File: config.mk
export PLATFORM = sky130hd
export DESIGN_NAME = zig_zag_scan
export DESIGN_NICKNAME = d
export VERILOG_FILES = /design/src/rtl/jpeg_pkg.sv /design/src/rtl/zig_zag_lut.sv /design/src/rtl/zig_zag_scan.sv
export SDC_FILE = /design/constraint.sdc
export NUM_CORES = 2
export LEC_CHECK = 0
export CORE_MARGIN = 2
export CORE_UTILIZATION = 39
export CTS_BUF_LIST = sky130_fd_sc_hd__clkbuf_4
export CTS_CLUSTER_DIAMETER = 120
export DETAILED_ROUTE_END_ITERATION = 10
export GPL_TIMING_DRIVEN = 0
export HOLD_SLACK_MARGIN = 0.02
export PLACE_DENSITY_LB_ADDON = 0.1
export SETUP_SLACK_MARGIN = 0.05
export SYNTH_ARGS = -nofsm -noshare
export SYNTH_HDL_FRONTEND = slang
export SYNTH_SLANG_ARGS = --single-unit
File: constraint.sdc
create_clock -name clk -period 8.4 [get_ports clk]
set_input_delay 1.26 -clock clk [delete_from_list [all_inputs] [get_ports clk]]
set_output_delay 1.26 -clock clk [all_outputs]
set_load 0.01 [all_outputs]
File: src/rtl/jpeg_pkg.sv
// Shared JPEG definitions: coefficient width default, block geometry and the
// zig-zag scan table (zig-zag position -> raster position). The inverse path
// reuses the same table for its own lookups.
package jpeg_pkg;

    // Default width of a quantised, signed DCT coefficient
    localparam int COEF_W_DEFAULT = 12;

    // One 8x8 block holds 64 coefficients; 6 bits index any of them
    localparam int BLOCK_LEN = 64;
    localparam int IDX_W     = 6;

    // Standard JPEG zig-zag order: entry k is the raster (row-major) index of
    // the k-th coefficient emitted by the scan
    localparam logic [IDX_W-1:0] ZZ_TABLE [BLOCK_LEN] = '{
        6'd0,  6'd1,  6'd8,  6'd16, 6'd9,  6'd2,  6'd3,  6'd10,
        6'd17, 6'd24, 6'd32, 6'd25, 6'd18, 6'd11, 6'd4,  6'd5,
        6'd12, 6'd19, 6'd26, 6'd33, 6'd40, 6'd48, 6'd41, 6'd34,
        6'd27, 6'd20, 6'd13, 6'd6,  6'd7,  6'd14, 6'd21, 6'd28,
        6'd35, 6'd42, 6'd49, 6'd56, 6'd57, 6'd50, 6'd43, 6'd36,
        6'd29, 6'd22, 6'd15, 6'd23, 6'd30, 6'd37, 6'd44, 6'd51,
        6'd58, 6'd59, 6'd52, 6'd45, 6'd38, 6'd31, 6'd39, 6'd46,
        6'd53, 6'd60, 6'd61, 6'd54, 6'd47, 6'd55, 6'd62, 6'd63
    };

endpackage

File: src/rtl/zig_zag_lut.sv
// Combinational zig-zag lookup: converts a position in the zig-zag scan into
// the raster address of the coefficient that belongs there.
module zig_zag_lut
    import jpeg_pkg::*;
(
    input  logic [IDX_W-1:0] zz_idx,
    output logic [IDX_W-1:0] raster_idx
);

    // Pure table lookup, no state
    always_comb begin
        raster_idx = ZZ_TABLE[zz_idx];
    end

endmodule

File: src/rtl/zig_zag_scan.sv
// Raster-to-zig-zag reorder stage for 8x8 quantised DCT blocks.
// A two-bank ping-pong buffer lets one block fill while the previous block
// drains, so both sides run at one coefficient per clock with no gaps
// between blocks. The output is a registered valid/ready stage that holds
// its data steady under backpressure.
module zig_zag_scan
    import jpeg_pkg::*;
#(
    parameter int COEF_W = COEF_W_DEFAULT
) (
    input  logic              clk,
    input  logic              rst,
    input  logic              ce,
    input  logic              in_valid,
    output logic              in_ready,
    input  logic [COEF_W-1:0] in_data,
    output logic              out_valid,
    input  logic              out_ready,
    output logic [COEF_W-1:0] out_data,
    output logic              out_first,
    output logic              out_last,
    output logic [15:0]       blocks_done
);

    localparam logic [IDX_W-1:0] LAST_IDX = IDX_W'(BLOCK_LEN - 1);

    // Ping-pong storage; contents are never reset because a bank is only
    // read after it has been completely rewritten
    logic [COEF_W-1:0] mem [2][BLOCK_LEN];

    // Write side bookkeeping
    logic             wr_bank;
    logic [IDX_W-1:0] wr_cnt;

    // Read side bookkeeping
    logic             rd_bank;
    logic [IDX_W-1:0] rd_cnt;

    // One flag per bank: set when the bank holds a complete block that has
    // not yet been fully loaded into the output register
    logic [1:0]       full;

    // Handshake and event strobes
    logic             accept;
    logic             wr_done;
    logic             ld;
    logic             rd_done;
    logic             drain;
    logic [IDX_W-1:0] raster_idx;
    logic [COEF_W-1:0] rd_data;

    // The write bank may take data whenever it is not still waiting to drain
    always_comb begin
        in_ready = ce & ~full[wr_bank];
        accept   = in_valid & in_ready;
        wr_done  = accept & (wr_cnt == LAST_IDX);
    end

    // Load the output register when a full bank is available and the output
    // stage is empty or being emptied this cycle; otherwise drop valid once
    // the consumer has taken the pending coefficient
    always_comb begin
        ld      = ce & full[rd_bank] & (~out_valid | out_ready);
        rd_done = ld & (rd_cnt == LAST_IDX);
        drain   = ce & ~ld & out_valid & out_ready;
    end

    // Map the current scan position to the raster address inside the bank
    zig_zag_lut u_lut (
        .zz_idx     (rd_cnt),
        .raster_idx (raster_idx)
    );

    // Combinational read of the draining bank at the zig-zag address
    always_comb begin
        rd_data = mem[rd_bank][raster_idx];
    end

    // Store accepted coefficients at their raster position in the fill bank
    always_ff @(posedge clk) begin
        if (accept) begin
            mem[wr_bank][wr_cnt] <= in_data;
        end
    end

    // Advance the fill pointer; switch banks after the 64th coefficient
    always_ff @(posedge clk or posedge rst) begin
        if (rst) begin
            wr_bank <= 1'b0;
            wr_cnt  <= '0;
        end else if (accept) begin
            wr_cnt <= wr_cnt + 1'b1;
            if (wr_done) begin
                wr_bank <= ~wr_bank;
            end
        end
    end

    // Track which banks hold a complete block; a bank cannot be set and
    // cleared in the same cycle because writing needs it empty and reading
    // needs it full
    always_ff @(posedge clk or posedge rst) begin
        if (rst) begin
            full <= '0;
        end else begin
            if (wr_done) begin
                full[wr_bank] <= 1'b1;
            end
            if (rd_done) begin
                full[rd_bank] <= 1'b0;
            end
        end
    end

    // Advance the drain pointer and release the bank after its last load
    always_ff @(posedge clk or posedge rst) begin
        if (rst) begin
            rd_bank <= 1'b0;
            rd_cnt  <= '0;
        end else if (ld) begin
            rd_cnt <= rd_cnt + 1'b1;
            if (rd_done) begin
                rd_bank <= ~rd_bank;
            end
        end
    end

    // Output register: load the next zig-zag coefficient with its markers,
    // or clear valid after a transfer with nothing new to load
    always_ff @(posedge clk or posedge rst) begin
        if (rst) begin
            out_valid <= 1'b0;
            out_data  <= '0;
            out_first <= 1'b0;
            out_last  <= 1'b0;
        end else if (ld) begin
            out_valid <= 1'b1;
            out_data  <= rd_data;
            out_first <= (rd_cnt == '0);
            out_last  <= (rd_cnt == LAST_IDX);
        end else if (drain) begin
            out_valid <= 1'b0;
        end
    end

    // Count blocks whose final coefficient has been loaded for emission
    always_ff @(posedge clk or posedge rst) begin
        if (rst) begin
            blocks_done <= '0;
        end else if (rd_done) begin
            blocks_done <= blocks_done + 16'd1;
        end
    end

endmodule

# Word-level counts from Yosys, hierarchy flattened
# Memory sizes are Yosys's and may differ from the RTL's.
# Cells that the tools add are included.
classes:
  n_addsub: 3
  order_cmp: 8
  n_eq_ne: 2
  muxes: 21
  bitwise_logic: 21
  reduce_logical: 7
ops:
  columns: ["op", "count"]
  rows:
  - ["$mux 768", 1]
  - ["$bmux 12 s6", 1]
  - ["$demux 12 s6", 1]
  - ["$mux 12", 3]
  - ["$ge 7x7->1 const B", 3]
  - ["$not 6->7", 3]
  - ["$add 16x1->16 const B", 1]
  - ["$add 6x1->6 const B", 2]
  - ["$eq 6x6->1 const B", 2]
  - ["$mux 6", 2]
  - ["$and 1x1->1", 9]
  - ["$mux 1", 9]
  - ["$lt 7x1->1 const B", 1]
  - ["$logic_not 6->1", 1]
  - ["$not 1->1", 5]
  - ["$lt 1x2->1 const B", 2]
  - ["$mux 2", 2]
  - ["$reduce_and 2->1", 2]
  - ["$logic_and 1x1->1", 3]
  - ["$and 2x2->2", 1]
  - ["$demux 1 s1", 2]
  - ["$ge 1x1->1 const B", 2]
  - ["$not 2->2", 1]
  - ["$or 2x2->2", 1]
  - ["other kinds (2)", 2]
totals:
  register_bits: 47
  ram_bits: 1536
  rom_bits: 384
  in_bits: 17
  output_inout_bits: 32
  word_cells: 74
  memories: 2
mem_list:
  columns: ["name", "depth", "width", "rd", "rd_clocked_by_memory_dff", "write_ports", "line_no", "rtl"]
  rows:
  - ["mem", 2, 768, 1, 0, 1, "zig_zag_scan.sv:29", "logic [COEF_W-1:0] mem [2][BLOCK_LEN];"]
  - ["(no name shown)", 64, 6, 1, 0, 0, "zig_zag_lut.sv:12", "raster_idx = ZZ_TABLE[zz_idx];"]

# Depth between registers and ports, before layout
logic_depth:
  depth_word: 10
  ltp_mapped: 18
  ltp_nobuf: 12

# Hierarchy
# Synthesis repeated with hierarchy kept, for this count alone.
hier_totals:
  hier_cells: 3151
  area_unflattened_um2: 62713.9
by_module_without_submodules:
  columns: ["mod", "n_inst", "cells_each", "area_each_um2", "seq_area_each_um2"]
  rows:
  - ["zig_zag_scan", 1, 3051, 61969.4, 47300.4]
  - ["zig_zag_lut", 1, 100, 744.5, 0.0]

# Least setup slack after synthesis
# OpenSTA, ideal clock, no wires.
synth_timing:
  path_type: "register -> register"
  from: "register rd_cnt[0]"
  to: "register out_data[0]"
  arrival_ns: 3.482
  t_required_ns: 8.264
  setup_slack_ns: 4.782
  stages_incl_launch_ff: 17
  synth_period_minus_slack_ns: 3.618
  path_cell_list: "dfrtp_1 -> buf_2 -> inv_1 -> ha_1 -> or2_2 -> a21oi_1 -> a2111oi_4 -> or2_1 -> buf_4 -> buf_6 -> buf_4 -> buf_4 -> buf_2 -> mux4_2 -> a211o_1 -> o2111ai_1 -> o211ai_1"
synth_via:
  elab_chain_cells: 8
synth_rtl:
  columns: ["item", "line_no", "rtl"]
  rows:
  - ["from (decl)", "zig_zag_scan.sv:37", "logic [IDX_W-1:0] rd_cnt;"]
  - ["from (signal assigned)", "zig_zag_scan.sv:121", "rd_cnt <= rd_cnt + 1'b1;"]
  - ["$not 6->7 (implied by the code)", "zig_zag_lut.sv:12", null]
  - ["$mem_v2 64x6", null, null]
  - ["$mux 6 (implied by the code) (2 in series)", "zig_zag_lut.sv:12", null]
  - ["$not 6->7 (implied by the code)", "zig_zag_scan.sv:76", "rd_data = mem[rd_bank][raster_idx];"]
  - ["$bmux 12 s6", "zig_zag_scan.sv:76", null]
  - ["$mux 12 (implied by the code) (2 in series)", "zig_zag_scan.sv:76", null]
  - ["to (signal assigned)", "zig_zag_scan.sv:138", "out_data <= rd_data;"]
  - ["to (decl)", "zig_zag_scan.sv:19", "output logic [COEF_W-1:0] out_data,"]
# Every way passes these cells. The select of a mux whose other input is x is not followed.
# A chain may end at the register's enable or synchronous reset.

# Worst setup path in the final report
layout_timing:
  from: "register rd_cnt[0]"
  to: "register out_data[6]"
# Same word-level chain as after synthesis.

==> results.txt <==
DP Area -> 0.06525 mm2
max-slew violations -> 11
leakage -> 23.36 nW
Area Growth Syn to Fin -> 14.51%
grt peak-use layer -> met2
Required @ worst endpoint -> 9.63 ns
Starting Density -> 39.37%
vias in the first global route -> 35,140
Gate Count Post-Synth -> 3,426
first-pass GRT wire length -> 263,800 um
Die X -> 401.6 um
clock latency on the worst-skew pair -> 1.39 ns
Worst setup SP type -> flop
filler instances -> 13,860
clock-pin transition on the worst setup and hold timing paths -> 0.06 ns
Antenna Nets Post-Route -> 0
met1 usage -> 32.58%
drt total wl -> 189,000 um
GRT met2 Usage -> 35.55%
Top Ports -> 49
fin util -> 45.09%
Area contributors post-synth -> edfxtp_1 75%, mux4_2 9.4%, nand2_1 2.5%
crit path capture type -> flop
clk sinks -> 1,583
TNS Setup -> 0 ns
Mapped Nets -> 3,460
Final WS setup -> 1.945 ns
core area -> 0.1566 mm2
Worst-Margin Slew -> 1.638 ns
register area share after synthesis -> 76.73%
Post-synth EDFFs -> 1,536
Async SR Flop Fraction -> 2.969%
Yosys reg bits -> 1,583
worst vdd ir -> 0.0001568 V
failing checks -> capacitance limit, slew limit
routed vias/inst -> 5.551
critical path class -> reg -> reg
Die Area -> 0.1613 mm2
GRT Util Overall -> 23.35%
area leader, netlist -> edfxtp_1
1st-iter DRT viols -> 3,619
clk buf depth -> 4
drt first pass iters -> 7
WL/cell -> 30.02 um
GP Congestion -> 0.9044
RSZ-0062 raised after global routing -> no
Cell Rows -> 145
initial antenna violation count -> 10
fraction of layout cells with a size suffix above 1 -> 25.57%
Die Ht -> 401.6 um
average size of a mapped cell -> 17.99 um2
PD cells -> 240.5 mW/mm2
worst hold path type -> in -> async
f_max -> 154.9 MHz
max-cap viol count -> 1
Setup violations, final -> 0
clock root buffer -> clkbuf_4
Pwr Total -> 16.98 mW
GRT overflow -> 0
Post-layout nets -> 3,969
CP max FO -> 10
post-route DRC violation count -> 0
CTS tree -> yes
synthesized area -> 0.06164 mm2
register area -> 0.04730 mm2
I/O Buffers -> 48
Synth top area share -> 74.82%
Final min period -> 6.455 ns
DP Worst Slack -> 2.120 ns
Top FF cell, synth -> edfxtp_1
CTS Buf Count -> 431
pin count of the biggest net entering global routing -> 101
post-route cell area -> 0.07059 mm2
routing usage on met3 -> 5.967%
Synth top cells by count -> 1,536 x edfxtp_1, 403 x nand2_1, 257 x mux4_2, 224 x nor2_1, 157 x a21oi_1
status -> complete, but fails checks
CTS Hold Buffers Added -> 0
area occupied by multi-input gates -> 0.01344 mm2
Data arrival, critical path -> 7.68 ns
Cell variety after synth -> 63
# Post-CTS Setup Buffers -> 0
clk_skew -> 0.07557 ns
period utilization -> 76.84%
YS warnings -> 0
most frequent cell after synthesis -> edfxtp_1
worst rel slew slack -> -9.178%
Vias -> 34,950
H-tree levels -> 5
post-cts gate resize count -> 0
DP Wirelength -> 123,200 um
final hold violations -> 0
## power breakdown
group | switching (mW) | internal [mW]
logic | 1.10 | 0.409
registers | 0.0161 | 8.73
clock network | 3.16 | 3.57
total | 4.27 | 12.7
## critical path, stage by stage (launching register included)
cell and delay (ns):
dfrtp_1 0.53, buf_2 0.31, inv_1 0.20, ha_1 0.47, nand2b_1 0.16, o2111a_1 0.22, o21ai_1 0.09, a221oi_1 1.13
nor2_1 0.68, nand2_1 0.44, buf_4 0.30, o22ai_1 0.21, or4_1 0.67, o31ai_1 0.65, a41o_1 0.28
## layout by cell type (no fill, tap or decap), types with 17 or more instances in the layout
master and instances:
clkbuf_4 641, nand3_1 44, nor3_1 25, or4_1 32, mux2i_1 107, clkinv_1 76, clkdlybuf4s50_1 36, buf_4 35
nor2_1 198, mux4_2 257, a21oi_1 157, and3_1 17, buf_1 18, o22ai_1 116, ha_1 17, dfrtp_1 47
clkbuf_1 82, buf_2 58, nand2_1 403, xnor2_1 20, o21ai_0 43, edfxtp_1 1536, nor2_2 26, nor4_1 42
## path summary, 6_finish.rpt
check	from	endpoint	slack [ns]	cells after the start
worst max-delay path	rd_cnt[0]	out_data[6]	1.95	14
worst min-delay path	rst	blocks_done[11]	0.26	2
worst max register to register	rd_cnt[0]	out_data[6]	1.95	14
worst min register to register	blocks_done[15]	blocks_done[15]	0.47	1
max in group asynchronous	rst	wr_cnt[1]	7.55	3
min in group clk	in_data[11]	mem[0][215]	0.32	1
## cell families (layout without fill, tap and decap cells)
logic type               Yosys count  in the layout  share of synthesized area (%)
adder cells (fa/ha/maj)           17             17                         0.3450
XOR/XNOR                          28             28                         0.3978
AND/OR/NAND/NOR                  830            830                          5.831
buffers and inverters            204           1010                          1.573
flip-flops                      1583           1583                          76.73
other                              0              6                              0
multiplexers                     367            367                          11.18
AO/OA/AOI/OAI                    397            397                          3.940
## state kept, by name (all words and copies together), names as in the netlist
signal,flops
wr_bank,1
blocks_done,16
rd_cnt,6
rd_bank,1
out_last,1
mem,1536
wr_cnt,6
out_valid,1
out_first,1
full,2
out_data,12
## layer usage
metal / vias up / part of all wire (%) / routed length, um
li1: 14940 / - / -
met1: 18200 / 43 / 81070
met2: 1505 / 46 / 86700
met3: 296 / 8.3 / 15710
met4: 6 / 2.9 / 5480
met5: - / 0.018 / 34
## final cells by class
| cell class | instances | area share (%) |
|---|---|---|
| clock buffers | 641 | 6.817 |
| multi-input cells | 1639 | 19.04 |
| repair buffers | 76 | 1.452 |
| flip-flops and latches | 1583 | 67.01 |
| plain buffers | 192 | 1.319 |
| diodes | 6 | 0.02127 |
| well taps | 2058 | 3.648 |
| clock inverters | 89 | 0.6345 |
| inverters | 12 | 0.06381 |
## through the flow
step / std cells / hold WS [ns]
CTS: 6286 / 0.1176
finish: 6296 / 0.2633
floorplan: 3426 / 0.5075
global route: 6293 / 0.2009
detailed placement: 5556 / 0.4695
global placement: 5532 / 0.4619
(Power assumes the default switching activity.)
